--- src/rtl/mem_ops_pkg.sv ---
// mem_ops_pkg: memory op encoding, bus widths and access-size helpers
package mem_ops_pkg;
  localparam int ADDR_W = 32;
  localparam int DATA_W = 32;
  localparam int BE_W = 4;
  typedef enum logic [2:0] {
    MEM_LB, MEM_LBU, MEM_LH, MEM_LHU, MEM_LW, MEM_SB, MEM_SH, MEM_SW
  } mem_op_t;
  typedef enum logic [1:0] {SZ_B, SZ_H, SZ_W} size_t;
  function automatic logic is_load(input mem_op_t op);
    return op inside {MEM_LB, MEM_LBU, MEM_LH, MEM_LHU, MEM_LW};
  endfunction
  function automatic logic is_store(input mem_op_t op);
    return op inside {MEM_SB, MEM_SH, MEM_SW};
  endfunction
  function automatic size_t access_size(input mem_op_t op);
    return (op inside {MEM_LB, MEM_LBU, MEM_SB}) ? SZ_B :
           (op inside {MEM_LH, MEM_LHU, MEM_SH}) ? SZ_H : SZ_W;
  endfunction
  function automatic logic misaligned(input mem_op_t op, input logic [1:0] off);
    return access_size(op) == SZ_H ? off[0] : access_size(op) == SZ_W ? |off : 1'b0;
  endfunction
endpackage

--- src/rtl/mem_access_unit_load_formatter.sv ---
// load_formatter: picks the addressed byte/half out of a bus word and extends it
module load_formatter
  import mem_ops_pkg::*;
(
  input  logic [DATA_W-1:0] rdata,
  input  logic [1:0]        offset,
  input  mem_op_t           op,
  output logic [DATA_W-1:0] data
);
  logic [7:0] b;
  logic [15:0] h;
  // lane select then sign/zero extension by op
  always_comb begin
    b = rdata[{offset, 3'b000} +: 8];
    h = offset[1] ? rdata[31:16] : rdata[15:0];
    data = op == MEM_LB  ? {{24{b[7]}}, b} :
           op == MEM_LBU ? {24'b0, b} :
           op == MEM_LH  ? {{16{h[15]}}, h} :
           op == MEM_LHU ? {16'b0, h} : rdata;
  end
endmodule

--- src/rtl/mem_access_unit.sv ---
// mem_access_unit: single-transaction load/store engine with stall, alignment and bus-error reporting
module mem_access_unit
  import mem_ops_pkg::*;
#(
  parameter int unsigned TIMEOUT_CYCLES = 255
) (
  input  logic              clk,
  input  logic              reset_n,
  input  logic              start,
  input  mem_op_t           mem_op,
  input  logic [ADDR_W-1:0] address,
  input  logic [DATA_W-1:0] store_data,
  output logic              busy,
  output logic              done,
  output logic [DATA_W-1:0] load_data,
  output logic              addr_exception,
  output logic              bus_error,
  output logic              bus_req,
  output logic              bus_we,
  output logic [ADDR_W-1:0] bus_addr,
  output logic [BE_W-1:0]   bus_be,
  output logic [DATA_W-1:0] bus_wdata,
  input  logic              bus_ack,
  input  logic [DATA_W-1:0] bus_rdata,
  input  logic              bus_err
);
  typedef enum logic [1:0] {IDLE, REQ, RESP} state_t;
  state_t state_q, state_d;
  mem_op_t op_q, op_d;
  logic [ADDR_W-1:0] addr_q, addr_d;
  logic [DATA_W-1:0] sd_q, sd_d, rdata_q, rdata_d;
  logic [31:0] cnt_q, cnt_d;
  logic aexc_q, aexc_d, berr_q, berr_d;
  logic accept, timeout;
  size_t sz;
  logic [DATA_W-1:0] fmt;
  // next-state: accept outside REQ, finish REQ on ack or timeout, else fall back to IDLE
  always_comb begin
    state_d = state_q;
    op_d = op_q;
    addr_d = addr_q;
    sd_d = sd_q;
    rdata_d = rdata_q;
    cnt_d = cnt_q;
    aexc_d = aexc_q;
    berr_d = berr_q;
    accept = start && state_q != REQ;
    timeout = TIMEOUT_CYCLES != 0 && cnt_q + 32'd1 == TIMEOUT_CYCLES;
    if (accept) begin
      op_d = mem_op;
      addr_d = address;
      sd_d = store_data;
      aexc_d = misaligned(mem_op, address[1:0]);
      berr_d = 1'b0;
      cnt_d = '0;
      state_d = aexc_d ? RESP : REQ;
    end else if (state_q == REQ) begin
      if (bus_ack) begin
        rdata_d = bus_rdata;
        berr_d = bus_err;
        state_d = RESP;
      end else if (timeout) begin
        berr_d = 1'b1;
        state_d = RESP;
      end else cnt_d = cnt_q + 32'd1;
    end else state_d = IDLE;
  end
  // state and transaction registers
  always_ff @(posedge clk or negedge reset_n) begin
    if (!reset_n) begin
      state_q <= IDLE;
      op_q <= MEM_LB;
      addr_q <= '0;
      sd_q <= '0;
      rdata_q <= '0;
      cnt_q <= '0;
      aexc_q <= 1'b0;
      berr_q <= 1'b0;
    end else begin
      state_q <= state_d;
      op_q <= op_d;
      addr_q <= addr_d;
      sd_q <= sd_d;
      rdata_q <= rdata_d;
      cnt_q <= cnt_d;
      aexc_q <= aexc_d;
      berr_q <= berr_d;
    end
  end
  load_formatter u_fmt (
    .rdata (rdata_q),
    .offset(addr_q[1:0]),
    .op    (op_q),
    .data  (fmt)
  );
  assign sz = access_size(op_q);
  assign busy = state_q == REQ || (start && state_q != REQ);
  assign bus_req = state_q == REQ;
  assign bus_we = bus_req && is_store(op_q);
  assign bus_addr = {addr_q[ADDR_W-1:2], 2'b00};
  assign bus_be = !bus_req ? 4'b0000 :
                  sz == SZ_B ? 4'b0001 << addr_q[1:0] :
                  sz == SZ_H ? (addr_q[1] ? 4'b1100 : 4'b0011) : 4'b1111;
  assign bus_wdata = sz == SZ_B ? {4{sd_q[7:0]}} : sz == SZ_H ? {2{sd_q[15:0]}} : sd_q;
  assign done = state_q == RESP;
  assign addr_exception = done && aexc_q;
  assign bus_error = done && berr_q;
  assign load_data = (done && !aexc_q && !berr_q && is_load(op_q)) ? fmt : '0;
endmodule

--- config.mk ---
export PLATFORM = sky130hd
export DESIGN_NAME = mem_access_unit
export DESIGN_NICKNAME = d
export VERILOG_FILES = /design/src/rtl/mem_ops_pkg.sv /design/src/rtl/mem_access_unit_load_formatter.sv /design/src/rtl/mem_access_unit.sv
export SDC_FILE = /design/constraint.sdc
export NUM_CORES = 1
export LEC_CHECK = 0
export CELL_PAD_IN_SITES_DETAIL_PLACEMENT = 1
export CELL_PAD_IN_SITES_GLOBAL_PLACEMENT = 1
export CORE_MARGIN = 3
export CORE_UTILIZATION = 30
export CTS_BUF_LIST = sky130_fd_sc_hd__clkbuf_2 sky130_fd_sc_hd__clkbuf_4 sky130_fd_sc_hd__clkbuf_8
export DETAILED_ROUTE_END_ITERATION = 10
export PLACE_DENSITY = 0.66
export SLEW_MARGIN = 25
export SYNTH_ARGS = -nofsm -noshare
export SYNTH_HDL_FRONTEND = slang
export SYNTH_HIERARCHICAL = 1
export SYNTH_SLANG_ARGS = --single-unit
--- constraint.sdc ---
create_clock -name clk -period 2.7 [get_ports clk]
set_input_delay 0.54 -clock clk [delete_from_list [all_inputs] [get_ports clk]]
set_output_delay 0.54 -clock clk [all_outputs]
set_load 0.03 [all_outputs]
---- Word level (Yosys, flattened, before mapping) ----
Index checks and enable logic that the tools add are counted.
cells by class
  shift-type cells ........................ 2
  muxes and demuxes ....................... 31
  reduce and logical (&&, ||, !) cells .... 25
  bitwise operators ....................... 1
  $add $sub $neg .......................... 1
  equal/unequal tests ..................... 22
operator list
  operator               count
  $mux 32                11
  $add 32x1->32 const B  1
  $eq 32x8->1 const B    1
  $shiftx 32x6->8        1
  $eq 3x3->1 const B     6
  $mux 2                 9
  $reduce_bool 3->1      6
  $mux 16                1
  $mux 4                 4
  $eq 3x2->1 const B     4
  $logic_and 1x1->1      7
  $eq 2x1->1 const B     3
  $eq 3x1->1 const B     2
  $logic_not 3->1        2
  $mux 1                 6
  $reduce_and 3->1       2
  $reduce_bool 5->1      1
  $eq 2x2->1 const B     2
  $ne 2x1->1 const B     2
  $ne 4x1->1 const B     1
  $shl 1x2->4 const A    1
  $logic_not 1->1        2
  $logic_not 2->1        1
  $ne 2x2->1 const B     1
  5 further kinds        5
word-level totals
  input bits .............................. 104
  register bits after elaboration ......... 135

---- Logic depth before layout (Yosys ltp) ----
  word-level depth ........................ 9
  gate-level depth with buffers ........... 11
  gate-level depth less buffers ........... 9

---- Hierarchy ----
Netlist, hierarchy kept.
modules (own cells, without submodules)
  module           times used  cells each  seq. area each (µm²)  area each (µm²)
  mem_access_unit  1           698         3378.2                7364.6
  load_formatter   1           115         0.0                   924.6

---- Worst setup path after synthesis ----
OpenSTA, ideal clock, no wires.
  kind .................................... register to register
  start point ............................. register cnt_q[1]
  end point ............................... register berr_q
  required time ........................... 2632 ps
  stages on the path, launching flop included .. 12
  setup slack ............................. -103 ps
  buffers on the path ..................... 2
  arrival ................................. 2735 ps
  period minus slack after synthesis ...... 2803 ps
  path through ............................ dfrtp_1 > ha_1 > buf_2 > and3_1 > nand3_2 > or3_4 > o31ai_1 > o211ai_1 > o41ai_2 > buf_4 > and2_4 > o221a_1
between the ends
  word-level cells in the longest chain between the ends .. 4
ends and longest elaborated chain
  item                         line                   RTL
  start: declaration           mem_access_unit.sv:32  logic [31:0] cnt_q, cnt_d;
  start signal: assignment     mem_access_unit.sv:85  cnt_q <= cnt_d;
  $add 32x1->32                mem_access_unit.sv:48  timeout = TIMEOUT_CYCLES != 0 && cnt_q + 32'd1 == TIMEOUT_CYCLES;
  $eq 32x8->1                  mem_access_unit.sv:48
  $reduce_bool 3->1 (no line)  --
  $reduce_and 2->1 (no line)   --
  end signal: assignment       mem_access_unit.sv:87  berr_q <= berr_d;
  end: declaration             mem_access_unit.sv:33  logic aexc_q, aexc_d, berr_q, berr_d;
No other way between the ends.
A chain may end at the register's enable or synchronous reset.

---- Worst setup path after layout ----
  start point ............................. register cnt_q[1]
  end point ............................... register cnt_q[22]
between the ends
  word-level cells in the longest chain between the ends .. 5
  elaborated cells on any way between the ends .. 8
  those cells by class .................... add/sub (1); eq/ne (2); mux (4); reduce/logical (1)
ends and longest elaborated chain
  item                                                 line
  $add 32x1->32 (*)                                    mem_access_unit.sv:48, mem_access_unit.sv:65
  branches (longest 4 deep; another with $eq 32x8->1)  --
Mark *: on every way between the ends. The select of a mux whose other input is x is not followed.

==> impl_metrics.tcl <==
set metrics [dict create \
    yosys.area.top_type "dfrtp_1" \
    ys_ff_latch 135 \
    synthMuxAreaShare_pct 21.0 \
    synth-compound-area-share_pct 11.6 \
    die_w_microns 172 \
    num_rows 60 \
    fin_crit_ps 2800 \
    die_h_microns 172 \
    drt_pass1_iterations 4 \
    io_pins 210 \
    clk_latency_ps 460 \
    postRouteAntennaNets 0 \
    setup_ws_ps -97.9 \
    worst_pin_slew_ps 851 \
    cts_buffer_depth 2 \
    grt_max_degree 60 \
    rr_endpoint "cnt_q[22]" \
    powerDensity_nw_per_um2 724 \
    routed_wl_microns 28500 \
    overflow 0 \
    globalplace.congestion 0.876 \
    antenna_found_initial 3 \
    synth_cells 813 \
    leakagePower_uw 0.00510 \
    synth_simple_gate_area_share_pct 17.2 \
    outcome "finished, violations left" \
    cts_max_level 4 \
    cts_made_buffers 17 \
    hpwl_microns 20200 \
    coreArea_sq_um 27000 \
    post-route-period-util_pct 104 \
    start_util_pct 30.7 \
    synth_edf_count 0 \
    synth-xor-area-share_pct 0.845 \
    path_clk_slew_ps 90 \
    worstPathRequired_ps 3050 \
    critPathLaunchType "register" \
    max_freq_ghz 0.357 \
    ys_top_cells_by_area "dfrtp_1, mux2_2, buf_4" \
    die-area_sq_um 29700 \
    grt_usage_pct 18.9 \
    relSlewSlack_pct 43.1 \
    io_buffers 207 \
    arrival_ps 3150 \
    timing.rr.start "cnt_q[1]" \
    cts_tree "built" \
    placed_cells 1353 \
    area_growth_pct 43.6 \
    synth_top_family_by_area "multiplexers" \
    avgSynthCellArea_sq_um 10.2 \
    hold_viol_final 0 \
    cap_violations 0 \
    synth_cell_type_count 76 \
    grt_pass1_vias 7682 \
    path_class "register to register" \
    synth_seq_area_share_pct 40.8 \
    drt_iter0_markers 523 \
    rsz0062_at_grt "true" \
    final_cell_count_no_fill 1410 \
    violations "setup timing" \
    synth_warnings 6 \
    finalSetupViolations 14 \
    clockRootBuffer "clkbuf_8" \
    post-place-ws_ps -126 \
    nFillCells 3030 \
    wl_per_cell_microns 20.2 \
    grt_pass1_wl_microns 43800 \
    syn-cell-area_sq_um 8290 \
    synth_fa_ha_area_share_pct 0.302 \
    ys.flop_type "dfrtp_1" \
    path_max_fanout 5 \
    r2r_cells 10 \
    fin_skew_ps 16.1 \
    drive_gt1_share_pct 37.2 \
    slew_viol_final 0 \
    max-vdd-ir-drop_mv 0.405 \
    worstHoldPathType "input pin to asynchronous set/reset pin" \
    yosysTopAreaCellShare_pct 40.8 \
    async_reset_ff_share_pct 100 \
    via_per_inst 5.18 \
    dr_total_vias 7306 \
    nNetsFinal 1160 \
    r2r_slack_ps -100 \
    end_kind "register" \
    clkSinkCount 135 \
    remaining_drc_errors 0 \
]
-- layout by cell type, fill, tap and decap left out, types with 8 or more instances in the layout --
cell / netlist / final
a21oi_1: 13 / 13
and2_1: 40 / 28
dfrtp_1: 135 / 127
nand3_1: 35 / 35
clkbuf_8: 0 / 17
a31oi_1: 20 / 20
clkbuf_2: 2 / 8
clkdlybuf4s50_1: 0 / 144
o22a_1: 16 / 16
nand2_1: 66 / 65
mux2_2: 114 / 111
buf_4: 41 / 110
nand4_1: 16 / 16
mux2i_1: 27 / 27
buf_12: 0 / 9
o21ai_0: 36 / 31
nor2_1: 28 / 26
inv_1: 25 / 24
nor2b_1: 9 / 9
mux4_2: 6 / 8
o41ai_1: 10 / 9
and2_4: 1 / 13
buf_6: 5 / 39
dfrtp_2: 0 / 8
-- layer usage --
metal / vias up / track usage (%) / routed length, microns
met3: 27 / 3.45 / 1270
met4: 2 / 6.39 / 378
met5: - / 0 / 13
met1: 3708 / 24.3 / 12400
met2: 179 / 32.2 / 14400
li1: 3390 / - / -
-- layout make-up --
class,count,area (sq um),share of cell area [%]
multi-input combinational,555,4510,37.8
antenna,2,5.00,0.0420
sequential,135,3390,28.5
clock inverter,14,186,1.57
tap,341,427,3.58
inverter,26,97.6,0.820
clock buffer,18,241,2.03
timing repair buffer,319,3050,25.6
-- cell families (layout without fill, tap and decap cells) --
| logic type | after synthesis | after routing |
|---|---|---|
| other | 1 | 4 |
| muxes | 149 | 149 |
| AOI/OAI and AO/OA | 137 | 137 |
| and+or+nand+nor | 256 | 257 |
| adders and majority gates | 2 | 2 |
| buffers and inverters | 125 | 377 |
| xor gates and xnor gates | 8 | 8 |
| DFF | 135 | 135 |
-- critical path: stages, from the launching register on --
cell and delay (ps):
dfrtp_2 450, buf_6 130, and4_4 210, and3_4 160, o311a_1 290, or4_4 560
o41ai_4 380, buf_4 200, buf_8 130, o311ai_2 80, o31ai_1 110
-- registers in the layout, summed over array words and instances (netlist names) --
signal	count
aexc_q	1
cnt_q	32
addr_q	32
sd_q	32
op_q	3
state_q	2
berr_q	1
rdata_q	32
-- cells in the mapped netlist (all sizes together) (11+ instances only) --
cell type and count:
inv 25, dfrtp 135, a21oi 13, mux2i 27, o21ai 36, nand4 17, clkbuf 31, buf 68
nor2 28, nand2 66, o22a 16, a31oi 20, mux2 114, and2 42, o41ai 11, nand3 37
-- worst max-delay path by stage --
stage                         start            to  slack [ps]  cells past startpoint
after floorplan            cnt_q[0]        berr_q           9                     11
after global routing      cnt_q[13]     cnt_q[20]        -210                     11
after CTS                   op_q[1]  load_data[8]        -150                      7
after detailed placement   cnt_q[1]     cnt_q[16]        -130                     11
final                      cnt_q[1]     cnt_q[22]        -100                     10
after global placement     cnt_q[1]      cnt_q[1]         -70                     11
-- per-stage QoR --
stage / TNS [ps] / util (%) / instance area [sq um] / hold WS (ps) / total power (uW)
2_1_floorplan: 0 / - / 8310 / 244 / 5250
3_3_place_gp: -484 / 40.3 / 10900 / 486 / 6420
3_5_place_dp: -1180 / 40.3 / 10900 / 495 / 6490
4_1_cts: -3210 / 42.8 / 11600 / 47.5 / 8480
5_1_grt: -3010 / 44.0 / 11900 / 47.2 / 9100
6_report: -782 / 44.0 / 11900 / 29.3 / 8620
-- power by group --
group	switching [uW]	total, uW	internal [uW]
registers	411	2890	2480
clock network	945	1900	951
logic	1940	3830	1890
-- repair_timing --
item | CTS | global route
endpoints found under the setup margin | 65 | 66
gates resized for setup | 76 | 123
buffers inserted | 9 | 9
pin swaps | 8 | 36
cloned | 2 | 3
hold buffers | 0 | 0
(Power assumes the default switching activity.)
